`src/rtl/serdes_pattern_pkg.sv`:
```
// serdes_pattern_pkg: shared mode constants and FSM state encoding
package serdes_pattern_pkg;
  localparam logic MODE_CONTINUOUS = 1'b0;
  localparam logic MODE_ONESHOT    = 1'b1;
  typedef enum logic {ST_IDLE = 1'b0, ST_RUN = 1'b1} state_t;
endpackage

```
`src/rtl/pattern_table.sv`:
```
// pattern_table: simple dual-port RAM, synchronous read-first, no reset on contents
module pattern_table #(
  parameter int WIDTH = 8,
  parameter int DEPTH = 4,
  parameter int AW    = $clog2(DEPTH)
) (
  input  logic             clock,
  input  logic             we_i,
  input  logic [AW-1:0]    waddr_i,
  input  logic [WIDTH-1:0] wdata_i,
  input  logic             re_i,
  input  logic [AW-1:0]    raddr_i,
  output logic [WIDTH-1:0] rdata_o
);
  logic [WIDTH-1:0] mem_q [DEPTH];
  logic [WIDTH-1:0] rdata_q;
  // same-edge write and read of one address returns the old contents
  always_ff @(posedge clock) begin
    if (we_i) mem_q[waddr_i] <= wdata_i;
    if (re_i) rdata_q <= mem_q[raddr_i];
  end
  assign rdata_o = rdata_q;
endmodule

```
`src/rtl/serdes_pattern_sequencer.sv`:
```
// serdes_pattern_sequencer: emits pattern table entries at a programmable interval to an OSERDES
module serdes_pattern_sequencer
  import serdes_pattern_pkg::*;
#(
  parameter int WIDTH       = 8,
  parameter int DEPTH       = 4,
  parameter int PERIOD_BITS = 32
) (
  input  logic                     clock,
  input  logic                     reset,
  input  logic                     write_enable,
  input  logic [$clog2(DEPTH)-1:0] write_address,
  input  logic [WIDTH-1:0]         write_data,
  input  logic [$clog2(DEPTH)-1:0] last_index,
  input  logic [PERIOD_BITS-1:0]   period,
  input  logic                     mode,
  input  logic                     trigger,
  input  logic [WIDTH-1:0]         idle_word,
  output logic [WIDTH-1:0]         word,
  output logic                     sync,
  output logic                     busy
);
  localparam int AW = $clog2(DEPTH);
  state_t                 state_q, state_d;
  logic [PERIOD_BITS-1:0] counter_q, counter_d;
  logic [AW-1:0]          index_q, index_d;
  logic                   fire;
  logic                   busy_q, emit1_q, sync1_q, emit2_q, sync2_q, sync_q;
  logic [WIDTH-1:0]       rdata, data2_q, word_q;

  pattern_table #(.WIDTH(WIDTH), .DEPTH(DEPTH), .AW(AW)) u_table (
    .clock   (clock),
    .we_i    (write_enable),
    .waddr_i (write_address),
    .wdata_i (write_data),
    .re_i    (fire),
    .raddr_i (index_q),
    .rdata_o (rdata)
  );

  // interval counter and index advance; mode is only consulted in IDLE and at the wrap decision
  always_comb begin
    state_d   = state_q;
    counter_d = counter_q;
    index_d   = index_q;
    fire      = 1'b0;
    if (state_q == ST_IDLE) begin
      counter_d = '0;
      index_d   = '0;
      if (mode == MODE_CONTINUOUS || trigger) state_d = ST_RUN;
    end else if (counter_q == period) begin
      fire      = 1'b1;
      counter_d = '0;
      index_d   = (index_q >= last_index) ? '0 : index_q + AW'(1);
      if (index_q >= last_index && mode == MODE_ONESHOT) state_d = ST_IDLE;
    end else begin
      counter_d = counter_q + PERIOD_BITS'(1);
    end
  end

  // state registers plus the two-stage emit/sync pipeline behind the table read
  always_ff @(posedge clock) begin
    if (reset) begin
      state_q   <= ST_IDLE;
      counter_q <= '0;
      index_q   <= '0;
      busy_q    <= 1'b0;
      emit1_q   <= 1'b0;
      sync1_q   <= 1'b0;
      emit2_q   <= 1'b0;
      sync2_q   <= 1'b0;
      data2_q   <= '0;
      word_q    <= '0;
      sync_q    <= 1'b0;
    end else begin
      state_q   <= state_d;
      counter_q <= counter_d;
      index_q   <= index_d;
      busy_q    <= (state_q == ST_RUN);
      emit1_q   <= fire;
      sync1_q   <= fire && (index_q == '0);
      emit2_q   <= emit1_q;
      sync2_q   <= sync1_q;
      data2_q   <= rdata;
      word_q    <= emit2_q ? data2_q : idle_word;
      sync_q    <= sync2_q;
    end
  end

  assign word = word_q;
  assign sync = sync_q;
  assign busy = busy_q;
endmodule

```
`config.mk`:
```
export PLATFORM = sky130hd
export DESIGN_NAME = serdes_pattern_sequencer
export DESIGN_NICKNAME = d
export VERILOG_FILES = /design/src/rtl/serdes_pattern_pkg.sv /design/src/rtl/pattern_table.sv /design/src/rtl/serdes_pattern_sequencer.sv
export SDC_FILE = /design/constraint.sdc
export NUM_CORES = 1
export LEC_CHECK = 0
export ABC_AREA = 1
export BUFFER_PORTS_ARGS = -buffer_cell sky130_fd_sc_hd__buf_2
export CAP_MARGIN = 5
export CORE_MARGIN = 8
export CORE_UTILIZATION = 35
export CTS_CLUSTER_DIAMETER = 60
export DETAILED_ROUTE_END_ITERATION = 8
export GPL_ROUTABILITY_DRIVEN = 1
export PLACE_DENSITY = 0.59
export SETUP_SLACK_MARGIN = 0.3
export SLEW_MARGIN = 20
export SYNTH_ARGS = -nofsm -noshare
export SYNTH_HDL_FRONTEND = slang
export SYNTH_SLANG_ARGS = --single-unit
```
`constraint.sdc`:
```
create_clock -name clock -period 2.1 [get_ports clock]
set_input_delay 0.21 -clock clock [delete_from_list [all_inputs] [get_ports clock]]
set_output_delay 0.21 -clock clock [all_outputs]
set_load 0.1 [all_outputs]
```
Yosys cells after proc, flatten, opt, wreduce, memory -nomap -nowiden

Memories as Yosys holds them, arrays and structs flattened. A register that Yosys moved wholly into a read port is not among the register bits.
Index checks and enable logic that the tools add are counted.

Muxes and demuxes: 10
$lt $le $gt $ge: 1
$add $sub $neg: 2
Reductions and logical operators: 6
Bitwise gates (word level): 2
Eq/ne operators: 1

Operators by type and width:

| kind                    | number |
|---|---|
| $add A32 B1 Y32 const B | 1 |
| $eq A32 B32 Y1          | 1 |
| $mux W1                 | 8 |
| $mux W8                 | 1 |
| $reduce_or A3 Y1        | 1 |
| $add A2 B1 Y2 const B   | 1 |
| $ge A2 B2 Y1            | 1 |
| $logic_and A1 B1 Y1     | 2 |
| $logic_not A2 Y1        | 1 |
| $mux W2                 | 1 |
| $not A1 Y1              | 2 |
| $reduce_or A2 Y1        | 1 |
| $logic_or A1 B1 Y1      | 1 |

Logic and storage cells: 34
Output and inout port bits: 10
Bits in registers: 57
Input port bits: 57
RAM bits: 32
Memories: 1

Memory list:

| name          | words | width | rd ports | clocked after Yosys merged registers in | write ports | RTL line            | text |
|---|---|---|---|---|---|---|---|
| u_table.mem_q | 4     | 8     | 1        | 1                                       | 1           | pattern_table.sv:15 | `logic [WIDTH-1:0] mem_q [DEPTH];` |

Logic depth before layout (Yosys ltp)

Depth after elaboration: 5
Gate-level depth with buffers: 12
Gate-level depth less buffers: 11

Modules after synthesis

From an unflattened synthesis, not the netlist that was laid out.

Cell total of the unflattened synthesis: 672
Area, all modules: 4944.7 um2

By module, submodules not included:

| module                   | cells an instance | sequential area each (um2) | times used | area an instance (um2) |
|---|---|---|---|---|
| serdes_pattern_sequencer | 531               | 1141.1                     | 1          | 3316.9 |
| pattern_table            | 141               | 1201.2                     | 1          | 1627.8 |

Least setup slack after synthesis

Ideal clock, no wire load.

Path type: flip-flop to flip-flop
From: register counter_q[3]
To: register u_table.rdata_q[0] (netlist: u_table.rdata_o[0]), read port of u_table.mem_q (enable)
Arrival time: 1.422 ns
Clock period less this slack: 1.792 ns
Data required time: 1.730 ns
Path slack: 0.308 ns
Cell stages (with the launch flop): 11
Path buffers: 0
Cells stage by stage: dfxtp_1 -> inv_2 -> nand2_1 -> nand2_1 -> inv_1 -> nand2_1 -> nor2_2 -> nand2_2 -> nor2_4 -> nand2_4 -> nor2_1

Word-level cells in the longest chain between the ends: 3

Ends and longest elaborated chain:

| element                | RTL line                       | text |
|---|---|---|
| from (decl)            | serdes_pattern_sequencer.sv:25 | `logic [PERIOD_BITS-1:0] counter_q, counter_d;` |
| from (signal assigned) | serdes_pattern_sequencer.sv:77 | `counter_q <= counter_d;` |
| $eq A32 B32 Y1         | serdes_pattern_sequencer.sv:51 | `end else if (counter_q == period) begin` |
| $mux W1                | serdes_pattern_sequencer.sv:51 |  |
| $mux W1                | serdes_pattern_sequencer.sv:47 | `if (state_q == ST_IDLE) begin` |
| named net fire         | serdes_pattern_sequencer.sv:27 | `logic fire;` |
| to (decl)              | pattern_table.sv:16            | `logic [WIDTH-1:0] rdata_q;` |

The timed path passes the listed nets, and every way through them passes these cells.
A chain may end at the register's enable or synchronous reset.

Worst setup path after layout

From: register counter_q[2]
To: register counter_q[19]

Word-level cells in the longest chain between the ends: 2
Elaborated cells between the ends (all ways): 3
Those cells by class: 1 x add/sub; 1 x eq/ne; 1 x reduce/logical

Ends and longest elaborated chain:

| element |
|---|
| branches (longest 2 deep; another with $add A32 B1 Y32) |

Several ways; the timed one is not identified.

==> results_dict.tcl <==
set metrics [dict create \
    status "finished clean" \
    antenna_left 0 \
    dieArea_sq_um 17500 \
    clock_tree.buffer_depth 2 \
    setup-violations-final 0 \
    routedWlPerCell_um 13.2 \
    synth.avg_cell_area_sq_um 7.93 \
    cts_num_sinks 97 \
    clk-insertion-delay-late_ps 350 \
    cts_buffers 9 \
    synthMuxAreaShare_pct 0 \
    crit_path_end_kind "register" \
    drt-total-wl_mm 11.4 \
    worst_pin_slew_ps 495 \
    antennaDiodeCount 0 \
    clock_skew_ps 9.03 \
    path_max_fanout 5 \
    slowest_stage "dfxtp_1" \
    firstDrtPassIters 4 \
    r2r_slack_ps 410 \
    powerDensity_nw_per_um2 709 \
    worstPathRequired_ps 2330 \
    yosys.area_share.simple_pct 29.2 \
    synth_fp_nets 658 \
    fp.dieH_um 132 \
    synth_fa_ha_area_share_pct 1.06 \
    first_global_vias 3844 \
    maxSlewHeadroom_pct 67.0 \
    critPathKind "register to register" \
    synth_cell_types 33 \
    via_per_inst 4.56 \
    grt_pass1_wl_mm 18.8 \
    synth_compound_area_share_pct 6.74 \
    syn_area_sq_um 4740 \
    drcViolationCount 0 \
    num_vias 3922 \
    grt_setup_unrepaired "yes" \
    max_freq_mhz 592 \
    setup-tns-final_ps 0 \
    grt_antenna_before_repair 1 \
    fp.dieW_um 132 \
    post-route-min-period_ps 1690 \
    grt.overflow.total 0 \
    synthCells 597 \
    layout-drive-gt1-share_pct 24.9 \
    rows 42 \
    whs_ps 75.6 \
    worstPathArrival_ps 1910 \
    hold_viol_final 0 \
    initial_core_util_pct 35.8 \
    crit_chain "nand3_1 -> nor3_4 -> inv_2 -> nor2_2 -> nand3_1 -> xor2_1 -> nor2_2" \
    grt_start_max_net_pins 32 \
    gp_routability_congestion 0.920 \
    track_usage_pct 13.2 \
    fill_cells 1362 \
    hp-class "input pin to register" \
    port_buffers 66 \
    slew_viol_final 0 \
    synthToLayoutAreaGrowth_pct 20.2 \
    drv_cap 0 \
    vdd_drop_max_v 0.000352 \
    io_pins 67 \
    fp.coreArea_sq_um 13200 \
    layout.nets 740 \
    synth_top_family_by_area "simple AND/OR/NAND/NOR gates" \
    worstSetupStartpointType "register" \
    fin_crit_sh_pct 80.4 \
    drtIter0Drc 255 \
    cts_max_level 3 \
    cts_root_buffer "clkbuf_16" \
    yosysSeqAreaShare_pct 49.4 \
    crit_path_max_incr_delay_ps 430 \
    cts_tree "done" \
    cts.clk_slew.worst_paths_ps 70 \
    dp_hpwl_mm 8.83 \
    synth_warnings 0 \
    synth.ff_latch_count 97 \
    synth_xor_area_share_pct 3.70 \
    leakage_nw 2.29 \
    postCtsHoldBufs 0 \
]
[power by group]
part           internal (mW)  leakage [nW]  switching [mW]
Clock                  0.961         0.154           0.776
Sequential              2.00         0.839          0.0133
Combinational         0.0886          1.29           0.194
[cell families (layout without fill, tap and decap cells)]
family / Yosys count / after routing
AND/OR/NAND/NOR: 314 / 314
buffers and inverters: 111 / 198
flip-flops: 97 / 97
AO/OA/AOI/OAI: 51 / 51
XOR/XNOR: 20 / 20
adder cells (fa/ha/maj): 4 / 4
[worst max-delay path: cells and delay by family (launching register included)]
kind | cells | cell delay [ps]
simple gates | 5 | 840
flops | 1 | 430
xor+xnor | 1 | 190
buf+inv | 1 | 120
[routing by layer]
| layer | wire (um) | global-route usage (%) |
|---|---|---|
| met1 | 5420 | 17.1 |
| met2 | 5180 | 21.1 |
| met3 | 589 | 2.93 |
| met4 | 182 | 5.17 |
| met5 | 13 | 0 |
[Yosys cell counts (all sizes together)]
master / count / area share, %
nand4: 7 / 0.92
nand3b: 1 / 0.16
o22ai: 8 / 1.1
a31oi: 1 / 0.13
inv: 101 / 8.0
nand2: 176 / 15
nor4: 1 / 0.13
buf: 4 / 1.3
a21oi: 23 / 3.5
o21ai: 19 / 2.0
nor2: 85 / 8.2
nor3b: 1 / 0.16
ha: 4 / 1.1
edfxtp: 40 / 25
and2: 1 / 0.13
clkbuf: 6 / 0.48
or2: 1 / 0.13
nor3: 22 / 2.8
dfxtp: 57 / 24
xor2: 14 / 2.6
xnor2: 6 / 1.1
nand3: 19 / 2.1
[registers in the layout, indices dropped and copies added (netlist names), 2 cells and up]
register / count
counter_q: 32
data2_q: 8
index_q: 2
u_table.rdata_o: 8
u_table.mem_q: 32
word: 8
[layout by cell type, fill, tap and decap left out, types with 2 or more instances in the layout]
cell type     n
nor3_2        2
nor3_1       19
edfxtp_1     40
nand2_1     171
o21ai_0      19
inv_8         4
nand3_1      17
o22ai_1       8
nand2_2       3
clkbuf_16     9
buf_4        15
dfxtp_2       8
xnor2_1       6
clkinvlp_4    2
inv_2         8
inv_1        92
dfxtp_4       6
xor2_1       14
buf_2        66
a21oi_1       9
nor2_1       59
nor2_4        4
a21oi_2      14
ha_1          4
nand4_1       7
nor2_2       22
nand3_2       2
dfxtp_1      43
[stage by stage]
stage	power, mW	setup slack, ps	instance area, sq um	util [%]	cells
floorplan	2.25	308	4740	-	597
global route	4.18	294	5690	43.0	860
CTS	4.08	303	5590	42.2	853
global placement	2.34	228	5260	39.7	837
detailed placement	2.35	195	5260	39.7	837
finish	4.03	411	5690	43.0	860
[path summary, 6_finish.rpt]
check                start                   to  cells past startpoint
max           counter_q[2]        counter_q[19]                      7
min          write_data[7]  u_table.mem_q[1][7]                      1
max reg2reg   counter_q[2]        counter_q[19]                      7
min reg2reg        sync2_q                 sync                      2
[layout make-up]
cell class	count	area, sq um	area share, %
Timing Repair Buffer	81	443	7.78
Inverter	101	383	6.73
Clock inverter	7	91.3	1.60
Sequential cell	97	2370	41.7
Multi-Input combinational cell	389	1950	34.3
Clock buffer	9	225	3.96
Tap cell	176	220	3.87
[repair_timing]
item	4_1_cts	5_1_grt
gates cloned	0	0
resized for setup	4	26
endpoints found under the setup margin	39	43
pin swaps	0	5
setup buffers	0	7
Power figures use the tool's default switching activity.
